<file path="src/rtl/mac_mode_sequencer_pkg.sv">
`default_nettype none
// ============================================================================
// Module      : mac_mode_sequencer_pkg
// Description : Shared constants, state type and helpers for the MAC
//               mode sequencer and its valid-tracking pipe.
// Revision    : 1.0 - initial release
// ============================================================================
package mac_mode_sequencer_pkg;

  // Combiner mode encodings carried in cfg[1:0]
  localparam logic [1:0] MAC_SINGLE       = 2'b00;
  localparam logic [1:0] MAC_DUAL         = 2'b01;
  localparam logic [1:0] MAC_QUAD         = 2'b10;
  localparam logic [1:0] MAC_MODE_ILLEGAL = 2'b11;

  // cfg bit selecting accumulate (1) versus multiply-only (0)
  localparam int MAC_CFG_ACC_BIT = 2;

  // Sequencer states
  typedef enum logic [1:0] {
    SEQ_RUN    = 2'd0,
    SEQ_DRAIN  = 2'd1,
    SEQ_SWITCH = 2'd2
  } seq_state_t;

  // A mode field is usable unless it is the reserved encoding
  function automatic logic mode_is_legal(input logic [1:0] mode);
    return (mode != MAC_MODE_ILLEGAL);
  endfunction

endpackage
`default_nettype wire

</file>
<file path="src/rtl/mac_valid_pipe.sv">
`default_nettype none
// ============================================================================
// Module      : mac_valid_pipe
// Description : Shift register that shadows the fixed-latency MAC datapath,
//               carrying {valid, last, count} for each issued op. Provides
//               the exiting (tail) entry and an empty flag.
// Revision    : 1.0 - initial release
// ============================================================================
module mac_valid_pipe #(
  parameter int DEPTH     = 2,
  parameter int CNT_WIDTH = 16
) (
  input  logic                 clk,
  input  logic                 rst,
  input  logic                 in_valid,
  input  logic                 in_last,
  input  logic [CNT_WIDTH-1:0] in_cnt,
  output logic                 tail_valid,
  output logic                 tail_last,
  output logic [CNT_WIDTH-1:0] tail_cnt,
  output logic                 empty
);

  logic [DEPTH-1:0]     stage_valid;
  logic [DEPTH-1:0]     stage_last;
  logic [CNT_WIDTH-1:0] stage_cnt [DEPTH];

  // Advance every entry one stage per cycle; idle slots carry zeros
  always_ff @(posedge clk or negedge rst) begin
    if (!rst) begin
      stage_valid <= '0;
      stage_last  <= '0;
      for (int i = 0; i < DEPTH; i++) begin
        stage_cnt[i] <= '0;
      end
    end else begin
      stage_valid[0] <= in_valid;
      stage_last[0]  <= in_valid & in_last;
      stage_cnt[0]   <= in_valid ? in_cnt : '0;
      for (int i = 1; i < DEPTH; i++) begin
        stage_valid[i] <= stage_valid[i-1];
        stage_last[i]  <= stage_last[i-1];
        stage_cnt[i]   <= stage_cnt[i-1];
      end
    end
  end

  // Tail is the entry leaving the datapath this cycle
  always_comb begin
    tail_valid = stage_valid[DEPTH-1];
    tail_last  = stage_last[DEPTH-1];
    tail_cnt   = stage_cnt[DEPTH-1];
    empty      = ~|stage_valid;
  end

endmodule
`default_nettype wire

</file>
<file path="src/rtl/mac_mode_sequencer.sv">
`default_nettype none
// ============================================================================
// Module      : mac_mode_sequencer
// Description : Issues operands into the MAC datapath, marks accumulation
//               boundaries with acc_clr, tracks in-flight ops to raise
//               out_valid, and applies configuration changes only at an
//               accumulation boundary once the datapath has drained.
// Revision    : 1.0 - initial release
// ============================================================================
module mac_mode_sequencer
  import mac_mode_sequencer_pkg::*;
#(
  parameter int                        MAC_CONF_WIDTH = 3,
  parameter int                        MAC_PIPE_DEPTH = 2,
  parameter int                        CNT_WIDTH      = 16,
  parameter logic [MAC_CONF_WIDTH-1:0] RST_CFG        = 3'b100
) (
  input  logic                      clk,
  input  logic                      rst,
  input  logic                      op_valid,
  input  logic                      op_last,
  output logic                      op_ready,
  input  logic                      cfg_req_valid,
  input  logic [MAC_CONF_WIDTH-1:0] cfg_req,
  output logic                      cfg_req_ready,
  output logic                      mac_en,
  output logic                      acc_clr,
  output logic [MAC_CONF_WIDTH-1:0] mac_cfg,
  output logic                      out_valid,
  output logic [CNT_WIDTH-1:0]      out_count,
  output logic                      busy,
  output logic                      err_cfg
);

  localparam logic [CNT_WIDTH-1:0] CNT_ONE = {{(CNT_WIDTH-1){1'b0}}, 1'b1};

  seq_state_t                state;
  seq_state_t                state_next;
  logic [MAC_CONF_WIDTH-1:0] pend_cfg;
  logic                      first;
  logic [CNT_WIDTH-1:0]      cnt;
  logic [CNT_WIDTH-1:0]      cnt_next;

  logic                      acc_mode;
  logic                      cfg_legal;
  logic                      cfg_accept;
  logic                      cfg_ready_raw;
  logic                      op_ready_raw;
  logic                      pipe_last;
  logic [CNT_WIDTH-1:0]      pipe_cnt;

  logic                      tail_valid;
  logic                      tail_last;
  logic [CNT_WIDTH-1:0]      tail_cnt;
  logic                      pipe_empty;

  // Next state plus handshake readies; a config request beats an operand
  always_comb begin
    state_next    = state;
    cfg_ready_raw = 1'b0;
    op_ready_raw  = 1'b0;
    unique case (state)
      SEQ_RUN: begin
        cfg_ready_raw = first;
        op_ready_raw  = ~(first & cfg_req_valid);
        if (cfg_accept && cfg_legal) begin
          state_next = SEQ_DRAIN;
        end
      end
      SEQ_DRAIN: begin
        if (pipe_empty) begin
          state_next = SEQ_SWITCH;
        end
      end
      SEQ_SWITCH: begin
        state_next = SEQ_RUN;
      end
      default: begin
        state_next = SEQ_RUN;
      end
    endcase
  end

  // Issue-side datapath controls; everything is forced low while in reset
  always_comb begin
    acc_mode      = mac_cfg[MAC_CFG_ACC_BIT];
    cfg_legal     = mode_is_legal(cfg_req[1:0]);
    cfg_req_ready = rst & cfg_ready_raw;
    op_ready      = rst & op_ready_raw;
    cfg_accept    = cfg_req_ready & cfg_req_valid;
    err_cfg       = cfg_accept & ~cfg_legal;
    mac_en        = op_valid & op_ready;
    // Multiply-only never opens an accumulation, so every issue loads
    acc_clr       = mac_en & (first | ~acc_mode);
    if (first) begin
      cnt_next = CNT_ONE;
    end else if (&cnt) begin
      cnt_next = cnt;
    end else begin
      cnt_next = cnt + CNT_ONE;
    end
    pipe_last = acc_mode ? op_last : 1'b1;
    pipe_cnt  = acc_mode ? cnt_next : CNT_ONE;
  end

  // State register
  always_ff @(posedge clk or negedge rst) begin
    if (!rst) begin
      state <= SEQ_RUN;
    end else begin
      state <= state_next;
    end
  end

  // Config holding: capture a legal request, commit it only in SWITCH
  always_ff @(posedge clk or negedge rst) begin
    if (!rst) begin
      mac_cfg  <= RST_CFG;
      pend_cfg <= RST_CFG;
    end else begin
      if (cfg_accept && cfg_legal) begin
        pend_cfg <= cfg_req;
      end
      if (state == SEQ_SWITCH) begin
        mac_cfg <= pend_cfg;
      end
    end
  end

  // Accumulation boundary tracking and saturating op counter
  always_ff @(posedge clk or negedge rst) begin
    if (!rst) begin
      first <= 1'b1;
      cnt   <= '0;
    end else if (state == SEQ_SWITCH) begin
      first <= 1'b1;
    end else if (mac_en) begin
      first <= acc_mode ? op_last : 1'b1;
      cnt   <= pipe_cnt;
    end
  end

  mac_valid_pipe #(
    .DEPTH     (MAC_PIPE_DEPTH),
    .CNT_WIDTH (CNT_WIDTH)
  ) u_valid_pipe (
    .clk        (clk),
    .rst        (rst),
    .in_valid   (mac_en),
    .in_last    (pipe_last),
    .in_cnt     (pipe_cnt),
    .tail_valid (tail_valid),
    .tail_last  (tail_last),
    .tail_cnt   (tail_cnt),
    .empty      (pipe_empty)
  );

  // Result presentation and activity indication
  always_comb begin
    out_valid = rst & tail_valid & tail_last;
    out_count = out_valid ? tail_cnt : '0;
    busy      = rst & ((state != SEQ_RUN) | ~pipe_empty);
  end

endmodule
`default_nettype wire

</file>
<file path="config.mk">
export PLATFORM = sky130hd
export DESIGN_NAME = mac_mode_sequencer
export DESIGN_NICKNAME = d
export VERILOG_FILES = /design/src/rtl/mac_mode_sequencer_pkg.sv /design/src/rtl/mac_valid_pipe.sv /design/src/rtl/mac_mode_sequencer.sv
export SDC_FILE = /design/constraint.sdc
export NUM_CORES = 1
export LEC_CHECK = 0
export CAP_MARGIN = 20
export CORE_MARGIN = 4
export CORE_UTILIZATION = 45
export CTS_CLUSTER_SIZE = 10
export DETAILED_ROUTE_END_ITERATION = 7
export PLACE_DENSITY_LB_ADDON = 0.3
export SLEW_MARGIN = 0
export SYNTH_ARGS = -nofsm -noshare
export SYNTH_HDL_FRONTEND = slang
export SYNTH_SLANG_ARGS = --single-unit
</file>
<file path="constraint.sdc">
create_clock -name clk -period 2.3 [get_ports clk]
set_input_delay 0.23 -clock clk [delete_from_list [all_inputs] [get_ports clk]]
set_output_delay 0.23 -clock clk [all_outputs]
set_load 0.05 [all_outputs]
</file>
======== Word level (Yosys, flattened, before mapping) ========
Cells that the tools add are included.
word-level totals
  output and inout bits ................... 26
  bits in registers ....................... 61
operators by class
  mux-type cells .......................... 13
  add/sub/neg operators ................... 1
  equal/unequal tests ..................... 5
  bitwise logic cells ..................... 17
  reduce and logical (&&, ||, !) cells .... 8
operator list
  operator                                             number
  two-way mux 16 bit                                   5
  adder 16 x 1 -> 16 bit, second input constant        1
  AND reduction 16 bit                                 1
  bitwise AND 1 bit                                    11
  != test 2 bit, second input constant                 3
  two-way mux 1 bit                                    5
  two-way mux 2 bit                                    2
  inverter 1 bit                                       4
  one-hot mux 2 bit (2 select lines)                   1
  AND reduction 2 bit                                  2
  nonzero test 2 bit                                   2
  equality test 2 x 1 -> 1 bit, second input constant  1
  equality test 2 bit, second input constant           1
  zero test 2 bit                                      1
  bitwise OR 1 bit                                     2
  OR reduction 2 bit                                   1
  logical AND 1 bit                                    1

======== Longest topological paths before layout ========
  depth after elaboration ................. 7
  mapped depth ............................ 6

======== By module ========
From an unflattened synthesis, not the netlist that was laid out.
unflattened totals
  cell total of the unflattened synthesis .. 291
  area, all modules ....................... 3025.4 µm²
modules (own cells, without submodules)
  module              times used  cells each  area each (µm²)
  mac_mode_sequencer  1           220         1866.8
  mac_valid_pipe      1           71          1158.6

======== Worst setup path before layout ========
Ideal clock, no wire load.
  path kind ............................... reg2reg
  start ................................... reg state[1]
  end ..................................... reg cnt[5]
  cell stages (with the launch flop) ...... 6
  slack ................................... 295 ps
  period minus slack after synthesis ...... 2005 ps
  required time ........................... 2135 ps
  arrival ................................. 1839 ps
  cell sequence ........................... dfrtp_1 nor3b_4 nand3_1 clkbuf_1 nor2_1 nor3_1
on the way
  word-level cells in the longest chain between the ends .. 5
  elaborated cells between the ends (all ways) .. 7
  classes of those cells .................. 1 x eq/ne; 1 x mux; 3 x bitwise; 2 x reduce/logical
ends and longest elaborated chain
  element                                   RTL line                   RTL
  start: declaration                        mac_mode_sequencer.sv:37   seq_state_t state;
  start signal: assignment                  mac_mode_sequencer.sv:111  state <= state_next;
  zero test 2 bit                           mac_mode_sequencer.sv:62   unique case (state)
  two-way mux 1 bit                         mac_mode_sequencer.sv:62
  bitwise AND 1 bit                         mac_mode_sequencer.sv:89   op_ready = rst & op_ready_raw;
  bitwise AND 1 bit                         mac_mode_sequencer.sv:92   mac_en = op_valid & op_ready;
  AND reduction 2 bit (no source line) (*)  --
  end signal: assignment                    mac_mode_sequencer.sv:139  cnt <= pipe_cnt;
  end: declaration                          mac_mode_sequencer.sv:41   logic [CNT_WIDTH-1:0] cnt;
Every way passes the cells marked *; elsewhere a longest branch is shown, timed or not.
A chain may end at the register's enable or synchronous reset.

======== Worst setup path in the final report ========
  start ................................... reg state[1]
  end ..................................... out acc_clr
on the way
  word-level cells in the longest chain between the ends .. 5
ends and longest elaborated chain
  element            RTL line                  RTL
  zero test 2 bit    mac_mode_sequencer.sv:62
  two-way mux 1 bit  mac_mode_sequencer.sv:62
  bitwise AND 1 bit  mac_mode_sequencer.sv:89
  bitwise AND 1 bit  mac_mode_sequencer.sv:92
  bitwise AND 1 bit  mac_mode_sequencer.sv:94  acc_clr = mac_en & (first | ~acc_mode);
  end: declaration   mac_mode_sequencer.sv:27  output logic acc_clr,
Every way passes these cells.

==> results.yml <==
yosys:
  ys_seq_elements: 61
  synth_cells: 253
  synth_common_cells: "58 x dfrtp_1, 18 x nor2_1, 16 x a21oi_1, 16 x and2_1, 16 x nand2_1"
  synth-edff-count: 0
  synthArstFlopShare_pct: 100
  synth.top_cells.by_area: "dfrtp_1 53%, and2_1 3.6%, a21oi_1 2.9%"
  mappedNetlistArea_um2: 2760
  seq_area_frac_synth_pct: 55.4
  synth_most_common_cell: "dfrtp_1"
  synth_area_leader_cell: "dfrtp_1"
  synth_top_area_share_pct: 52.6
  ys.flop_type: "dfrtp_1"
  netlist-cell-type-count: 52
  synth.net_count: 262
  yosysWarnings: 0
  syn_area_per_cell_um2: 10.9
timing:
  worst_slew_pin_slew_ns: 0.738
  period_minus_slack_ns: 2.13
  grt_setup_unrepaired: "no"
  slew_violations: 0
  setup_tns_ns: 0
  finalCritPeriodShare_pct: 92.5
  setup_viol: 0
  hold_viol_final: 0
  slew_headroom_pct: 50.8
  fmax_ghz: 0.470
  fin_worst_skew_ns: 0.00784
worst_setup_path:
  critical-path-max-stage-delay_ns: 0.43
  cp_cell_sequence: "nor3b_4, nand3_1, buf_4, nor2_1, buf_12"
  reg2reg_slack_ns: 0.26
  worstPathArrival_ns: 1.90
  crit_type: "reg2out"
  r2r_start: "cnt[0]$_DFFE_PN0P_"
  worstSetupEndpointType: "output pin"
  crit_family: "simple AND/OR/NAND/NOR gates"
  cp-start-kind: "flip-flop"
  required_ns: 2.07
  crit_start: "state[1]$_DFFE_PN0P_"
  cp_slowest_cell: "dfrtp_1"
  cp_max_fo: 11
  worst-path-buf-inv: 2
power:
  ir_worst_vdd_mv: 0.452
  cellPowerDensity_nw_per_um2: 805
  cellLeakagePower_nw: 1.54
floorplanning:
  dieArea_um2: 7450
  start_util_pct: 46.6
  io-pin-count: 34
  fp.dieW_um: 86.3
  core_um2: 5920
  fp.dieH_um: 86.3
  fp-row-count: 28
grt:
  grt_first_pass_wirelength_um: 9540
  grt-ovfl-total: 0
  antenna_found_initial: 0
  track_usage_pct: 16.7
  grt_max_degree: 64
  grt_pass1_vias: 1964
routing:
  first_pass_iters: 4
  ant_nets: 0
  first_iter_violations: 129
  vias: 2050
  via_per_inst: 5.62
  routed_wl_um: 5660
  drc: 0
  wl_per_cell_um: 15.5
clocking:
  cts_sinks: 61
  cts_hold_buf: 0
  cts_buffers: 9
  cts.clk_slew.worst_paths_ns: 0.07
  htreeDepth: 3
  clk_latency_ns: 0.33
  cts_tree: "done"
  clock_path_buffers: 2
  post_cts.repair.setup_buffers: 0
  cts.repair.resized: 0
  cts_root_buffer: "clkbuf_8"
worst_hold_path:
  hp-class: "in2async"
placement:
  hpwl_um: 3960
  place.gp.congestion: 0.847
  portBuffers: 33
cells_and_area:
  drive_above_1_share_pct: 20.7
  antenna_cells: 0
  fin_nets: 294
  final_util_pct: 59.0
  area_growth_pct: 26.6
status:
  status: "finished clean"
job:
  maxCapViolCount: 0
==> power breakdown <==
group,total (mW),switching [mW],internal (mW)
Combinational,0.623,0.390,0.233
Clock,0.840,0.392,0.449
Sequential,1.35,0.136,1.21
==> placed cells by master (no fill, tap or decap), types with 4 or more instances in the layout <==
cell type	count
nand2_1	16
inv_1	7
buf_12	20
a21oi_1	16
nand4_1	4
buf_4	6
a31oi_1	5
nand3_1	12
nor2_1	18
clkdlybuf4s50_1	9
o21ai_0	15
nor3_1	7
and4_1	6
and2_1	16
dfrtp_1	58
clkbuf_8	11
==> metal layers <==
metal / track usage [%] / share of wire (%) / wire length [um]
met1: 22.5 / 44 / 2490
met2: 25.7 / 48 / 2720
met3: 3.80 / 7.1 / 403
met4: 7.93 / 0.71 / 40
met5: 0 / 0 / 0
==> registers in the layout, summed over array words and instances (netlist names) <==
register,flops
cnt,16
pend_cfg,3
mac_cfg,3
state,2
first,1
u_valid_pipe.stage_last,2
u_valid_pipe.tail_cnt,16
u_valid_pipe.stage_cnt,16
u_valid_pipe.stage_valid,2
==> through the flow <==
stage	instances	setup WS [ns]	hold WS, ns	area [um2]	total power [mW]
after floorplan	253	0.295	-0.0656	2760	1.78
after global placement	349	0.434	0.332	3320	1.98
after detailed placement	349	0.296	0.335	3320	2.00
after CTS	365	0.164	0.154	3490	2.84
after global routing	365	0.0525	0.214	3490	2.96
final	365	0.172	0.104	3490	2.81
==> final cells by class <==
cell class	instances	area, um2
inverters	7	26.3
repair buffers	36	541
fillers	484	2430
clock buffers	13	159
multi-input cells	170	1120
flip-flops and latches	61	1530
well taps	75	93.8
clock inverters	3	20.0
==> cell families (layout without fill, tap and decap cells) <==
| group | count (synthesis) | in the layout | synth area share (%) |
|---|---|---|---|
| AOI/OAI and AO/OA | 60 | 60 | 15.1 |
| and+or+nand+nor | 102 | 102 | 22.7 |
| DFF | 61 | 61 | 55.4 |
| muxes | 4 | 4 | 1.59 |
| xor gates and xnor gates | 3 | 3 | 0.952 |
| adders and majority gates | 1 | 1 | 0.453 |
| buffers and inverters | 22 | 59 | 3.81 |
==> path summary, 6_finish.rpt <==
kind / to / cells past startpoint
hold reg to reg: u_valid_pipe.tail_cnt[13]$_DFF_PN0_ / 0
setup reg to reg: u_valid_pipe.stage_cnt[27]$_DFF_PN0_ / 5
max in group asynchronous: cnt[2]$_DFFE_PN0P_ / 2
hold / removal: u_valid_pipe.tail_cnt[2]$_DFF_PN0_ / 2
setup / recovery: acc_clr / 5
min in group clk: u_valid_pipe.tail_cnt[13]$_DFF_PN0_ / 0
==> worst reg2reg max path: stages, from the launching register on <==
cell	delay [ns]
dfrtp_1	0.45
ha_1	0.27
nand4_2	0.27
nor4_4	0.59
o311ai_0	0.21
o41ai_1	0.12
Note: power is estimated with default switching activity, not from simulation.
==> variant, RTL diff (same flow settings) <==
`CNT_WIDTH` is set to 16 in 2 places; all go to 12.
--- a/src/rtl/mac_valid_pipe.sv
+++ b/src/rtl/mac_valid_pipe.sv
@@ -9,5 +9,5 @@
 module mac_valid_pipe #(
   parameter int DEPTH     = 2,
-  parameter int CNT_WIDTH = 16
+  parameter int CNT_WIDTH = 12
 ) (
   input  logic                 clk,
--- a/src/rtl/mac_mode_sequencer.sv
+++ b/src/rtl/mac_mode_sequencer.sv
@@ -13,5 +13,5 @@
   parameter int                        MAC_CONF_WIDTH = 3,
   parameter int                        MAC_PIPE_DEPTH = 2,
-  parameter int                        CNT_WIDTH      = 16,
+  parameter int                        CNT_WIDTH      = 12,
   parameter logic [MAC_CONF_WIDTH-1:0] RST_CFG        = 3'b100
 ) (
Interface: changed (resized out_count); port bits go from 34 to 30. The function was not compared with the original's and may differ.
==> variant against the unedited design <==
Register-to-register slack better by 80 ps. Sequential cell count is 12 lower. Critical endpoint unchanged. Cell area is 24% lower. Area after synthesis is 27% lower. Sequential power is 21% lower. Largest cell class unchanged. Power is 23% lower. Routed wire length is 32% lower. Sequential share of layout area is 2.5 points higher. Count of clock-buffer cells in the layout is 7 lower. Global-route usage is 0.98 points lower. Die area is 24% lower. Worst setup slack better by 55 ps.
==> variant: results (changes against the unedited design) <==
- The flow ran to the end, and the final reports show no timing, DRC or antenna violations.
- The placed cell area was 0.00255 mm2 (-23%).
- Most frequent cells after synthesis: dfrtp_1, nor2_1, and2_1
- Post-synth cell types: 47 (-9.6%)
- The min-delay analysis places its worst path in the category reg2reg.
- The met2 demand-to-capacity share in global routing is 24.3% (-1.4 points).
- The met1 global-route usage was 22.0% (-0.48 points).
- The count of hold buffers inserted by post-cts repair was 1 (+1).
* Total clock buffers created by CTS: 5 (-4)
* Layout Nets: 225 (-23%)
- Via count: 1466 (-28%)
- Endpoint of the most critical register-to-register path: cnt[5]
- Syn Nets: 188 (-28%)
- Xor and xnor area share after synthesis: 1.30% (+0.35 points)
* Synth Area in Adders: 0.618% (+0.16 points)
- Sequential cell area fraction in the yosys report: 60.7% (+5.3 points)
- Sum of met2 wire segment lengths after detailed routing: 1910 um (-30%)
* Crit path arrival time: 1840 ps (-60 ps)
- Top cells by area in the synthesized netlist: dfrtp_1, and2_1, dfstp_2
- Violation count after the first detailed-routing iteration: 107 (-17%)
- First-pass GRT wire length: 6690 um (-30%)
* Pin count of the biggest net entering global routing: 32 (-50%)
* Met3 Track Usage GR: 4.01% (+0.20 points)
- The static power due to leakage came to 1.15 nW (-26%).
- Routed length per placed instance: 14.4 um (-7.2%)
* Complex-gate fraction of the synthesized area: 13.3% (-1.8 points)
- The worst clock skew on the final layout came to 6.35 ps (-1.49 ps).
- Maximum fanout count along the critical path: 22 (+11)
-- variant: cell types whose count changed after synthesis, moves of 4 or more --
cell,change
dfrtp_1,-12
nor3_1,-4
nand3_1,-6
nand2_1,-7
and4_1,-5
a21oi_1,-4
o21ai_0,-9
clkbuf_1,-4
inv_1,-4
-- variant: power breakdown --
part | internal (mW) | switching [mW] | leakage (nW) | total (mW)
combinational | 0.250 | 0.351 | 0.453 | 0.601
clock | 0.214 | 0.272 | 0.0374 | 0.487
sequential | 0.985 | 0.0817 | 0.659 | 1.07
total | 1.45 | 0.705 | 1.15 | 2.15
-- variant: how the worst max path moves through the flow --
stage,start,to,slack [ps],depth (start not counted)
floorplan,state[1],acc_clr,320,3
global placement,cnt[0],cnt[5],420,5
detailed placement,cnt[0],cnt[5],360,5
CTS,rst,acc_clr,90,6
global route,rst,out_count[7],100,6
finish,rst,acc_clr,230,6
-- variant: layout make-up --
type,count,area [um2]
timing repair buffer,35,500
clock buffer,6,72.6
sequential,49,1230
inverter,4,15.0
clock inverter,2,15.0
tap,52,65.1
multi-input combinational,121,759
fill,355,1700
-- variant: per-stage QoR --
stage               std cells  utilization [%]  power (mW)  hold slack, ps  worst slack [ps]
CTS                       269             60.9        2.16             355              87.9
finish                    269             61.0        2.15             353               227
global placement          260             58.6        1.67             238               420
detailed placement        260             58.6        1.68             241               361
floorplan                 179                -        1.44           -65.6               325
global route              269             61.0        2.26             366              96.9
-- variant: kinds of logic after synthesis --
family | Yosys count
and+or+nand+nor | 72
xor gates and xnor gates | 3
AOI/OAI and AO/OA | 40
DFF | 49
buffers and inverters | 9
muxes | 5
adders and majority gates | 1
-- variant: worst max-delay path, cell delays in order --
cell           delay (ps)
buf_2                  90
dlygate4sd3_1         540
buf_4                 270
and4_2                420
nor2_1                120
buf_12                160
